<file path="src/rtl/apb_cfg_master_if.sv">
// ---------------------------------------------------------------------------
// apb_cfg_master_if
//
// Bundles the two channels that apb_cfg_master sits between:
//   - the host-side command/response channel (valid/ready, one word per
//     command, one response per command)
//   - the APB3 initiator bus toward one compute-layer register port
//
// Modports:
//   master : the apb_cfg_master side (drives CMD_READY, RSP_*, PADDR, PSEL,
//            PENABLE, PWRITE, PWDATA)
//   slave  : the environment side (host issuing commands and the APB target
//            answering transfers)
//
// Parameters:
//   ADDR_WIDTH : width of CMD_ADDR and PADDR
//   DATA_WIDTH : width of CMD_WDATA, RSP_RDATA, PWDATA and PRDATA
// ---------------------------------------------------------------------------
interface apb_cfg_master_if #(
    parameter int ADDR_WIDTH = 32,
    parameter int DATA_WIDTH = 32
);

    // Command channel
    logic                  CMD_VALID;
    logic                  CMD_READY;
    logic                  CMD_WRITE;
    logic [ADDR_WIDTH-1:0] CMD_ADDR;
    logic [DATA_WIDTH-1:0] CMD_WDATA;

    // Response channel
    logic                  RSP_VALID;
    logic                  RSP_READY;
    logic [DATA_WIDTH-1:0] RSP_RDATA;
    logic                  RSP_ERR;
    logic                  RSP_TIMEOUT;

    // APB3 bus
    logic [ADDR_WIDTH-1:0] PADDR;
    logic                  PSEL;
    logic                  PENABLE;
    logic                  PWRITE;
    logic [DATA_WIDTH-1:0] PWDATA;
    logic [DATA_WIDTH-1:0] PRDATA;
    logic                  PREADY;
    logic                  PSLVERR;

    modport master (
        input  CMD_VALID, CMD_WRITE, CMD_ADDR, CMD_WDATA,
        input  RSP_READY,
        input  PRDATA, PREADY, PSLVERR,
        output CMD_READY,
        output RSP_VALID, RSP_RDATA, RSP_ERR, RSP_TIMEOUT,
        output PADDR, PSEL, PENABLE, PWRITE, PWDATA
    );

    modport slave (
        output CMD_VALID, CMD_WRITE, CMD_ADDR, CMD_WDATA,
        output RSP_READY,
        output PRDATA, PREADY, PSLVERR,
        input  CMD_READY,
        input  RSP_VALID, RSP_RDATA, RSP_ERR, RSP_TIMEOUT,
        input  PADDR, PSEL, PENABLE, PWRITE, PWDATA
    );

endinterface

</file>
<file path="src/rtl/apb_cfg_master.sv">
// ---------------------------------------------------------------------------
// apb_cfg_master
//
// Host-side configuration driver for the compute tops' APB register ports.
// Each accepted command becomes exactly one APB3 transfer (SETUP then
// ACCESS, waiting on PREADY), and the outcome is handed back on a
// valid/ready response channel. Only one transfer is ever outstanding:
// no new command is taken until the previous response has been consumed.
//
// Ports:
//   CLK    : single rising-edge clock
//   RESETN : asynchronous active-low reset; clears the FSM and every output
//            immediately, abandoning any in-flight transfer without response
//   bus    : apb_cfg_master_if.master
//              CMD_VALID/CMD_READY/CMD_WRITE/CMD_ADDR/CMD_WDATA  command in
//              RSP_VALID/RSP_READY/RSP_RDATA/RSP_ERR/RSP_TIMEOUT response out
//              PADDR/PSEL/PENABLE/PWRITE/PWDATA/PRDATA/PREADY/PSLVERR  APB
//
// Parameters:
//   ADDR_WIDTH     : address width (PADDR, CMD_ADDR)
//   DATA_WIDTH     : data width (PWDATA, PRDATA, CMD_WDATA, RSP_RDATA)
//   TIMEOUT_CYCLES : ACCESS cycles with PREADY low before the transfer is
//                    abandoned (timeout build only, must be >= 1)
//
// Build option:
//   APB_TIMEOUT_EN : when defined, a wait-state counter aborts a transfer
//                    whose slave never raises PREADY and reports it with
//                    RSP_ERR=1, RSP_TIMEOUT=1, RSP_RDATA=0. When undefined,
//                    ACCESS waits on PREADY forever and RSP_TIMEOUT is 0.
//
// All outputs come straight from flops.
// ---------------------------------------------------------------------------
module apb_cfg_master #(
    parameter int ADDR_WIDTH     = 32,
    parameter int DATA_WIDTH     = 32,
    parameter int TIMEOUT_CYCLES = 256
) (
    input logic               CLK,
    input logic               RESETN,
    apb_cfg_master_if.master  bus
);

    typedef enum logic [1:0] {
        IDLE   = 2'd0,
        SETUP  = 2'd1,
        ACCESS = 2'd2,
        RESP   = 2'd3
    } state_t;

    state_t state_q, state_d;

    logic                  cmd_ready_q, cmd_ready_d;
    logic                  psel_q,      psel_d;
    logic                  penable_q,   penable_d;
    logic                  pwrite_q,    pwrite_d;
    logic [ADDR_WIDTH-1:0] paddr_q,     paddr_d;
    logic [DATA_WIDTH-1:0] pwdata_q,    pwdata_d;
    logic                  rsp_valid_q, rsp_valid_d;
    logic [DATA_WIDTH-1:0] rsp_rdata_q, rsp_rdata_d;
    logic                  rsp_err_q,   rsp_err_d;

`ifdef APB_TIMEOUT_EN
    // Counter width follows the limit but is kept within 8..32 bits.
    localparam int TMO_BITS = $clog2(TIMEOUT_CYCLES + 1);
    localparam int CNT_W    = (TMO_BITS < 8) ? 8 : ((TMO_BITS > 32) ? 32 : TMO_BITS);
    localparam logic [CNT_W-1:0] TMO_LAST = CNT_W'(TIMEOUT_CYCLES - 1);

    logic             rsp_timeout_q, rsp_timeout_d;
    logic [CNT_W-1:0] tmo_cnt_q,     tmo_cnt_d;
`else
    // TIMEOUT_CYCLES has no effect without the wait-state counter.
    logic unused_timeout_cfg;
    assign unused_timeout_cfg = (TIMEOUT_CYCLES > 0);
`endif

    // State register. Reset lands in IDLE from anywhere, which is what
    // drops an in-flight transfer on the floor.
    always_ff @(posedge CLK or negedge RESETN) begin
        if (!RESETN) begin
            state_q <= IDLE;
        end else begin
            state_q <= state_d;
        end
    end

    // Next-state and next-output logic. Every output flop holds by default;
    // each state only touches what it changes. CMD_READY defaults low and is
    // raised only for cycles that will be spent in IDLE, so it comes up the
    // cycle after reset and the cycle after a response handshake.
    always_comb begin
        state_d     = state_q;
        cmd_ready_d = 1'b0;
        psel_d      = psel_q;
        penable_d   = penable_q;
        pwrite_d    = pwrite_q;
        paddr_d     = paddr_q;
        pwdata_d    = pwdata_q;
        rsp_valid_d = rsp_valid_q;
        rsp_rdata_d = rsp_rdata_q;
        rsp_err_d   = rsp_err_q;
`ifdef APB_TIMEOUT_EN
        rsp_timeout_d = rsp_timeout_q;
        tmo_cnt_d     = tmo_cnt_q;
`endif

        case (state_q)
            IDLE: begin
                cmd_ready_d = 1'b1;
                // Handshake uses the registered CMD_READY so the very first
                // IDLE cycle after reset (CMD_READY still 0) takes nothing.
                if (cmd_ready_q && bus.CMD_VALID) begin
                    state_d     = SETUP;
                    cmd_ready_d = 1'b0;
                    psel_d      = 1'b1;
                    penable_d   = 1'b0;
                    pwrite_d    = bus.CMD_WRITE;
                    paddr_d     = bus.CMD_ADDR;
                    pwdata_d    = bus.CMD_WDATA;
                end
            end

            SETUP: begin
                state_d   = ACCESS;
                penable_d = 1'b1;
`ifdef APB_TIMEOUT_EN
                tmo_cnt_d = '0;
`endif
            end

            ACCESS: begin
                if (bus.PREADY) begin
                    state_d     = RESP;
                    psel_d      = 1'b0;
                    penable_d   = 1'b0;
                    rsp_valid_d = 1'b1;
                    rsp_rdata_d = pwrite_q ? '0 : bus.PRDATA;
                    rsp_err_d   = bus.PSLVERR;
`ifdef APB_TIMEOUT_EN
                    rsp_timeout_d = 1'b0;
                end else if (tmo_cnt_q == TMO_LAST) begin
                    // This wait cycle is the TIMEOUT_CYCLES-th one: give up.
                    state_d       = RESP;
                    psel_d        = 1'b0;
                    penable_d     = 1'b0;
                    rsp_valid_d   = 1'b1;
                    rsp_rdata_d   = '0;
                    rsp_err_d     = 1'b1;
                    rsp_timeout_d = 1'b1;
                    tmo_cnt_d     = tmo_cnt_q + 1'b1;
                end else begin
                    tmo_cnt_d = tmo_cnt_q + 1'b1;
`endif
                end
            end

            RESP: begin
                if (bus.RSP_READY) begin
                    state_d     = IDLE;
                    rsp_valid_d = 1'b0;
                    cmd_ready_d = 1'b1;
                end
            end

            default: begin
                state_d = IDLE;
            end
        endcase
    end

    // Output flops. Address, direction and write data are only loaded on
    // command acceptance, so they stay put through SETUP/ACCESS and keep
    // their last value afterwards.
    always_ff @(posedge CLK or negedge RESETN) begin
        if (!RESETN) begin
            cmd_ready_q <= 1'b0;
            psel_q      <= 1'b0;
            penable_q   <= 1'b0;
            pwrite_q    <= 1'b0;
            paddr_q     <= '0;
            pwdata_q    <= '0;
            rsp_valid_q <= 1'b0;
            rsp_rdata_q <= '0;
            rsp_err_q   <= 1'b0;
        end else begin
            cmd_ready_q <= cmd_ready_d;
            psel_q      <= psel_d;
            penable_q   <= penable_d;
            pwrite_q    <= pwrite_d;
            paddr_q     <= paddr_d;
            pwdata_q    <= pwdata_d;
            rsp_valid_q <= rsp_valid_d;
            rsp_rdata_q <= rsp_rdata_d;
            rsp_err_q   <= rsp_err_d;
        end
    end

`ifdef APB_TIMEOUT_EN
    // Timeout flag and wait-state counter.
    always_ff @(posedge CLK or negedge RESETN) begin
        if (!RESETN) begin
            rsp_timeout_q <= 1'b0;
            tmo_cnt_q     <= '0;
        end else begin
            rsp_timeout_q <= rsp_timeout_d;
            tmo_cnt_q     <= tmo_cnt_d;
        end
    end

    assign bus.RSP_TIMEOUT = rsp_timeout_q;
`else
    assign bus.RSP_TIMEOUT = 1'b0;
`endif

    assign bus.CMD_READY = cmd_ready_q;
    assign bus.PSEL      = psel_q;
    assign bus.PENABLE   = penable_q;
    assign bus.PWRITE    = pwrite_q;
    assign bus.PADDR     = paddr_q;
    assign bus.PWDATA    = pwdata_q;
    assign bus.RSP_VALID = rsp_valid_q;
    assign bus.RSP_RDATA = rsp_rdata_q;
    assign bus.RSP_ERR   = rsp_err_q;

endmodule
</file>
<file path="src/flat_wrapper.sv">
// flat-port wrapper written by rule: the top's interface ports become plain ports
module apb_cfg_master_flat 
#(
    parameter int ADDR_WIDTH     = 32,
    parameter int DATA_WIDTH     = 32,
    parameter int TIMEOUT_CYCLES = 256
)
  (CLK, RESETN, bus_CMD_VALID, bus_CMD_WRITE, bus_CMD_ADDR, bus_CMD_WDATA, bus_RSP_READY, bus_PRDATA, bus_PREADY, bus_PSLVERR, bus_CMD_READY, bus_RSP_VALID, bus_RSP_RDATA, bus_RSP_ERR, bus_RSP_TIMEOUT, bus_PADDR, bus_PSEL, bus_PENABLE, bus_PWRITE, bus_PWDATA);
  apb_cfg_master_if #(.ADDR_WIDTH(ADDR_WIDTH), .DATA_WIDTH(DATA_WIDTH)) bus_i ();
  input logic CLK;
  input logic RESETN;
  input wire logic [$bits(bus_i.CMD_VALID)-1:0] bus_CMD_VALID;
  input wire logic [$bits(bus_i.CMD_WRITE)-1:0] bus_CMD_WRITE;
  input wire logic [$bits(bus_i.CMD_ADDR)-1:0] bus_CMD_ADDR;
  input wire logic [$bits(bus_i.CMD_WDATA)-1:0] bus_CMD_WDATA;
  input wire logic [$bits(bus_i.RSP_READY)-1:0] bus_RSP_READY;
  input wire logic [$bits(bus_i.PRDATA)-1:0] bus_PRDATA;
  input wire logic [$bits(bus_i.PREADY)-1:0] bus_PREADY;
  input wire logic [$bits(bus_i.PSLVERR)-1:0] bus_PSLVERR;
  output wire logic [$bits(bus_i.CMD_READY)-1:0] bus_CMD_READY;
  output wire logic [$bits(bus_i.RSP_VALID)-1:0] bus_RSP_VALID;
  output wire logic [$bits(bus_i.RSP_RDATA)-1:0] bus_RSP_RDATA;
  output wire logic [$bits(bus_i.RSP_ERR)-1:0] bus_RSP_ERR;
  output wire logic [$bits(bus_i.RSP_TIMEOUT)-1:0] bus_RSP_TIMEOUT;
  output wire logic [$bits(bus_i.PADDR)-1:0] bus_PADDR;
  output wire logic [$bits(bus_i.PSEL)-1:0] bus_PSEL;
  output wire logic [$bits(bus_i.PENABLE)-1:0] bus_PENABLE;
  output wire logic [$bits(bus_i.PWRITE)-1:0] bus_PWRITE;
  output wire logic [$bits(bus_i.PWDATA)-1:0] bus_PWDATA;
  assign bus_i.CMD_VALID = bus_CMD_VALID;
  assign bus_i.CMD_WRITE = bus_CMD_WRITE;
  assign bus_i.CMD_ADDR = bus_CMD_ADDR;
  assign bus_i.CMD_WDATA = bus_CMD_WDATA;
  assign bus_i.RSP_READY = bus_RSP_READY;
  assign bus_i.PRDATA = bus_PRDATA;
  assign bus_i.PREADY = bus_PREADY;
  assign bus_i.PSLVERR = bus_PSLVERR;
  assign bus_CMD_READY = bus_i.CMD_READY;
  assign bus_RSP_VALID = bus_i.RSP_VALID;
  assign bus_RSP_RDATA = bus_i.RSP_RDATA;
  assign bus_RSP_ERR = bus_i.RSP_ERR;
  assign bus_RSP_TIMEOUT = bus_i.RSP_TIMEOUT;
  assign bus_PADDR = bus_i.PADDR;
  assign bus_PSEL = bus_i.PSEL;
  assign bus_PENABLE = bus_i.PENABLE;
  assign bus_PWRITE = bus_i.PWRITE;
  assign bus_PWDATA = bus_i.PWDATA;
  apb_cfg_master #(.ADDR_WIDTH(ADDR_WIDTH), .DATA_WIDTH(DATA_WIDTH), .TIMEOUT_CYCLES(TIMEOUT_CYCLES)) u_core (.CLK(CLK), .RESETN(RESETN), .bus(bus_i));
endmodule
</file>
<file path="config.mk">
export PLATFORM = sky130hd
export DESIGN_NAME = apb_cfg_master_flat
export DESIGN_NICKNAME = d
export VERILOG_FILES = /design/src/rtl/apb_cfg_master_if.sv /design/src/rtl/apb_cfg_master.sv /design/src/flat_wrapper.sv
export SDC_FILE = /design/constraint.sdc
export NUM_CORES = 1
export LEC_CHECK = 0
export BUFFER_PORTS_ARGS = -buffer_cell sky130_fd_sc_hd__buf_4
export CAP_MARGIN = 15
export CORE_ASPECT_RATIO = 1.1
export CORE_MARGIN = 2
export CORE_UTILIZATION = 30
export CTS_BUF_LIST = sky130_fd_sc_hd__clkbuf_16
export DETAILED_ROUTE_END_ITERATION = 10
export RECOVER_POWER = 25
export SYNTH_ARGS = -nofsm -noshare
export SYNTH_HDL_FRONTEND = slang
export SYNTH_SLANG_ARGS = --single-unit
</file>
<file path="constraint.sdc">
create_clock -name CLK -period 1.4 [get_ports CLK]
set_input_delay 0.35 -clock CLK [delete_from_list [all_inputs] [get_ports CLK]]
set_output_delay 0.35 -clock CLK [all_outputs]
set_load 0.01 [all_outputs]
</file>
==> metrics.md, run 1 <==
| Metric | Value |
|---|---|
| Vias in the first global route | `3,280` |
| RD Place Congestion | `0.719` |
| Total wire length | `11.1 mm` |
| Crit share post-route | `108%` |
| Die area | `~16,000 µm²` |
| Cells after DPL | `713` |
| Crit Path Max Fanout | `3` |
| Mapped Cells | `~310` |
| Sequential area share after synthesis | `59.7%` |
| Worst hold path type | `primary input to flip-flop` |
| GRT busiest layer | `met2` |
| RSZ-0062 raised after global routing | `yes` |
| Final net count | `650` |
| Sw Share | `31.4%` |
| # setup viols final | `68` |
| CP endpoint kind | `flip-flop` |
| Post-route antenna net violation count | `0` |
| Synthesized cell area | `~4400 µm²` |
| Area grow syn2layout | `55.2%` |
| Hold Path Origin | `bus_CMD_ADDR[1]` |
| CTS tree | `yes` |
| Clock Path Buffers | `2` |
| Worst setup path endpoint | `u_core.state_q[1]` |
| Pwr/cell area | `2110 nW/µm²` |
| Reg area | `2600 µm²` |
| Clock power frac | `18.6%` |
| CP Data Arrival Time | `1.74 ns` |
| Horiz. Die Dim | `around 120 µm` |
| Clock root buffer | `clkbuf_16` |
| Distinct cells, synth | `25` |
| Met2 Use GR | `22.4%` |
| Flop-to-flop setup slack | `-0.11 ns` |
| # fillers | `1,336` |
| Core ar. | `14,300 µm²` |
| IO Port Bufs | `204` |
| CTS H-tree lvls | `3` |
| Post-DP HPWL | `8.06 mm` |
| Final core utilization | `47.2%` |
| Reg2reg start | `u_core.state_q[1]` |
| Slew Limit Fails | `0` |
| FF+latch count, synth | `104` |
| Final min period | `1.51 ns` |
| M1 GR Usage | `17.3%` |
| Comb pwr share | `45.2%` |
| Met3 Track Usage GR | `3.69%` |
| Max-cap violation count | `0` |
| Wire length per cell | `15.1 µm` |
| Leak | `3.56 nW` |
| Final Worst Setup Slack | `-0.108 ns` |
| Multi-input logic area | `1750 µm²` |
| Synth Area per Inst | `13.9 µm²` |
| Pwr Total | `about 14 mW` |
| Status | `complete, but fails checks` |
| Antenna violations before repair | `0` |
| Post-Syn Nets | `between 400 and 500` |
| Initial DRC count | `180` |
| Initial core utilization | `30.4%` |
| DRC | `0` |
| Clk pin slew, worst setup/hold paths | `0.07 ns` |
| Via count | `approximately 3.2k` |
| Clock Sinks | `between 100 and 150` |
| First-pass GRT wire length | `16.7 mm` |
| Sequential power share | `36.2%` |
| Startpoint types | `flip-flop` |
| Layout cells sized above 1 | `between 60% and 70%` |
| Leading cell type in the layout, fill and taps excluded | `buf_4` |
| Die Ht | `around 130 µm` |
| R2R Path End | `u_core.state_q[1]` |
| Grt total ovfl | `0` |
| Post-synth EDFFs | `0` |
| Vias per inst | `4.33` |
| R2R depth | `5` |
| I/O pins | `between 200 and 250` |
| Crit path from | `u_core.state_q[1]` |
| Psw | `4.48 mW` |
| Clk_skew | `between 0.007 and 0.008 ns` |
| Failing checks | `setup timing` |
| Diode count | `0` |
| Final Hold Fails | `0` |
| Clk_lat worst skew | `approximately 0.35 ns` |
| Worst EP required | `1.63 ns` |
| Max VDD drop | `roughly 1100 µV` |
| Total track usage | `13.8%` |
| Warnings, synthesis | `0` |
| Hold slack final | `0.231 ns` |
| Inserted Clock Buffers | `9` |
| Placement Rows | `46` |
| Crit Path Category | `flip-flop to flip-flop` |
| DRT Pass-1 Iters | `4` |
| FMAX | `0.663 GHz` |
| P_int | `9.78 mW` |
| Largest net degree at the start of global routing | `51` |
| Most common flop cell mapped by yosys | `dfrtp_1` |
| Non-filler instance count after layout | `738` |
| Commonest non-fill, non-tap cells in the layout | `buf_4 (219), dfrtp_1 (104), mux2_4 (52), nand2_1 (34)` |
| Post-synth ARST share | `100%` |
[power by group through the flow]
stage / clock network, mW / logic (mW) / registers (mW)
6_report: 2.65 / 6.45 / 5.16
5_1_grt: 2.87 / 6.97 / 5.33
3_3_place_gp: 0 / 6.05 / 5.17
2_1_floorplan: 0 / 2.42 / 5.74
4_1_cts: 2.72 / 6.41 / 5.17
3_5_place_dp: 0 / 6.17 / 5.21
[critical path: stages, from the launching register on]
cell	delay (ns)
dfrtp_1	0.43
buf_6	0.14
ha_4	0.16
nor2b_4	0.14
nor3_4	0.20
mux2_4	0.32
[per-stage QoR]
step | worst slack [ns] | cell area [µm²] | TNS [ns]
floorplan | -0.0630 | 4420 | -3.34
global placement | -0.121 | 6270 | -1.21
detailed placement | -0.158 | 6270 | -3.65
CTS | -0.0820 | 6680 | -4.31
global route | -0.150 | 6770 | -10.48
finish | -0.108 | 6770 | -5.15
[synthesized netlist by cell type, drive strengths merged (2+ instances only)]
library cell	number	area share [%]
buf	11	2.2
clkbuf	7	0.60
dfrtp	104	60
ha	6	1.7
inv	3	0.26
mux2	68	22
mux2i	2	0.46
nand2	35	3.0
nand2b	32	4.6
nor2b	2	0.29
nor3	2	0.34
o21ai	32	3.7
[routing by layer]
layer	vias up	wire [µm]	part of all wire, %
met5	-	0	0
met4	0	217	1.9
met3	13	593	5.3
met2	105	5650	51
met1	1565	4680	42
li1	1509	-	-
[what timing repair did]
item	4_1_cts	5_1_grt
hold buffers	1	0
buffers inserted	3	1
pin swaps	2	2
resized for setup	16	5
hold endpoints to repair	15	0
setup endpoints to repair	72	95
gates cloned	0	4
[flip-flops by register name, summed over array words and instances, names as in the netlist, 2 cells and up]
| name | count |
|---|---|
| u_core.bus.PADDR | 32 |
| u_core.bus.PWDATA | 32 |
| u_core.bus.RSP_RDATA | 32 |
| u_core.state_q | 2 |
[worst min-delay path by stage]
stage                             to  slack [ns]  cells past startpoint
6_report         u_core.bus.PADDR[1]        0.23                      2
5_1_grt        u_core.bus.PWDATA[26]        0.21                      2
4_1_cts          u_core.bus.PADDR[1]        0.22                      2
3_5_place_dp    u_core.bus.PADDR[17]        0.24                      1
3_3_place_gp    u_core.bus.PADDR[13]        0.24                      1
2_1_floorplan   u_core.bus.CMD_READY        0.05                      0
[layout make-up]
cell class / instances / share of cell area, %
clock inverter: 7 / 1.29
sequential: 104 / 38.4
inverter: 3 / 0.166
multi-input combinational: 189 / 25.8
tap: 192 / 3.55
clock buffer: 9 / 3.33
timing repair buffer: 234 / 27.4
[logic make-up (layout without fill, tap and decap cells)]
kind of cell | Yosys count | in the layout | synth area share [%]
compound gates | 38 | 38 | 4.73
other cells | 1 | 1 | 0.0860
simple gates | 73 | 74 | 8.43
buf+inv | 21 | 253 | 3.04
mux | 70 | 70 | 22.3
flops | 104 | 104 | 59.7
fa+ha+maj | 6 | 6 | 1.72
(Power assumes the default switching activity.)
==> inputs of run 2 (changes only) <==
--- a/config.mk
+++ b/config.mk
@@ -8,11 +8,11 @@
 export BUFFER_PORTS_ARGS = -buffer_cell sky130_fd_sc_hd__buf_4
 export CAP_MARGIN = 15
 export CORE_ASPECT_RATIO = 1.1
-export CORE_MARGIN = 2
 export CORE_UTILIZATION = 30
 export CTS_BUF_LIST = sky130_fd_sc_hd__clkbuf_16
 export DETAILED_ROUTE_END_ITERATION = 10
 export RECOVER_POWER = 25
+export SKIP_CTS_REPAIR_TIMING = 1
 export SYNTH_ARGS = -nofsm -noshare
 export SYNTH_HDL_FRONTEND = slang
 export SYNTH_SLANG_ARGS = --single-unit
==> metrics.md, run 2 (synthesis gave the netlist of run 1 again) <==
| Metric | Value |
|---|---|
| Setup TNS | `-6.30 ns` |
| Final min period | `1.53 ns` |
| CP Data Arrival Time | `1.75 ns` |
| Leak | `3.54 nW` |
| CTS tree | `yes` |
| Grt total ovfl | `0` |
| CP endpoint kind | `flip-flop` |
| Slew Limit Fails | `0` |
| Setup WS pre-CTS | `-0.164 ns` |
| Largest net degree at the start of global routing | `49` |
| Multi-input logic area | `about 1700 µm²` |
| Flop-to-flop setup slack | `-0.13 ns` |
| Total track usage | `13.7%` |
| Final Worst Setup Slack | `-0.132 ns` |
| Antenna violations before repair | `0` |
| Clk_skew | `0.00514 ns` |
| Total wire length | `around 11 mm` |
| Post-place instance area | `6300 µm²` |
| Reg area | `around 2600 µm²` |
| Horiz. Die Dim | `117 µm` |
| Vias per inst | `4.33` |
| FMAX | `0.653 GHz` |
| Die Ht | `128 µm` |
| Crit Path Max Fanout | `19` |
| Clock root buffer | `clkbuf_16` |
| RSZ-0062 raised after global routing | `yes` |
| Clk_lat worst skew | `0.34 ns` |
| Clk pin slew, worst setup/hold paths | `0.07 ns` |
| Via count | `3,175` |
| IO Port Bufs | `204` |
| Final instance area | `6710 µm²` |
| First-pass GRT wire length | `15.6 mm` |
| # setup viols final | `68` |
| Wire length per cell | `14.5 µm` |
| Area grow syn2layout | `53.8%` |
| Initial DRC count | `99` |
| Clock Sinks | `104` |
| Worst hold path type | `primary input to flip-flop` |
| Final Hold Fails | `0` |
| DRC | `0` |
| Max VDD drop | `between 800 and 900 µV` |
| Core ar. | `14,000 µm²` |
| Initial core utilization | `31.1%` |
| Inserted Clock Buffers | `9` |
| RD Place Congestion | `0.755` |
| Post-route antenna net violation count | `0` |
| Status | `complete, but fails checks` |
| DRT Pass-1 Iters | `4` |
| CTS H-tree lvls | `3` |
| # fillers | `around 1.3k` |
| Die area | `between 15,000 and 20,000 µm²` |
| Diode count | `0` |
| Worst EP required | `1.62 ns` |
| Clock Path Buffers | `2` |
| Leading cell type in the layout, fill and taps excluded | `buf_4` |
| I/O pins | `206` |
| Crit share post-route | `109%` |
| Pwr/cell area | `2090 nW/µm²` |
| Failing checks | `setup timing` |
| Placement Rows | `between 40 and 50` |
| Commonest non-fill, non-tap cells in the layout | `buf_4 (223), dfrtp_1 (101), mux2_4 (51), nand2_1 (34), nand2b_1 (32)` |
| Vias in the first global route | `3,139` |
| Startpoint types | `flip-flop` |
| Final net count | `650` |
| Layout cells sized above 1 | `59.9%` |
| Post-DP HPWL | `around 7.9 mm` |
| Max-cap violation count | `0` |
| Crit Path Category | `flip-flop to flip-flop` |
[run 2: worst paths after layout]
| kind | end | cells after the start | from |
|---|---|---|---|
| hold / removal | u_core.bus.PADDR[27] | 2 | bus_CMD_ADDR[27] |
| hold reg to reg | u_core.bus.RSP_RDATA[21] | 2 | u_core.bus.RSP_RDATA[21] |
| min in group asynchronous | u_core.bus.PWDATA[12] | 2 | RESETN |
| setup / recovery | u_core.bus.PADDR[13] | 5 | u_core.state_q[0] |
| max in group asynchronous | u_core.bus.PWRITE | 3 | RESETN |
| setup reg to reg | u_core.bus.PADDR[13] | 5 | u_core.state_q[0] |
[run 2: final cells by class]
| cell class | instances | area share [%] |
|---|---|---|
| multi-input combinational | 189 | 25.5 |
| tap | 188 | 3.51 |
| inverter | 3 | 0.168 |
| sequential | 104 | 38.9 |
| clock buffer | 9 | 3.36 |
| timing repair buffer | 234 | 27.5 |
| clock inverter | 7 | 1.18 |
[run 2: worst max-delay path, cell delays in order (launching register included)]
cell and delay (ns):
dfrtp_1 0.41, inv_2 0.12, ha_4 0.18, nand3_4 0.15
buf_12 0.22, mux2_4 0.31
[run 2: layer usage]
metal | global-route usage [%] | part of all wire [%]
met1 | 16.1 | 41
met2 | 22.9 | 50
met3 | 4.00 | 7.3
met4 | 6.18 | 1.7
met5 | 0 | 0
[run 2: where the power goes]
group / switching (mW) / internal [mW] / leakage, nW / total (mW)
registers: 0.822 / 4.37 / 1.30 / 5.19
logic: 2.47 / 3.80 / 2.08 / 6.27
clock network: 1.05 / 1.54 / 0.155 / 2.59
total: 4.34 / 9.71 / 3.54 / 14.0
[run 2: through the flow]
stage          cells  hold slack, ns  total power [mW]  utilization (%)
6_report         734           0.237              14.0             47.8
3_3_place_gp     713           0.245              11.2             44.9
2_1_floorplan    313          0.0544              8.17                -
5_1_grt          734           0.227              14.9             47.8
4_1_cts          729          -0.127              14.1             47.1
3_5_place_dp     713           0.245              11.4             44.9
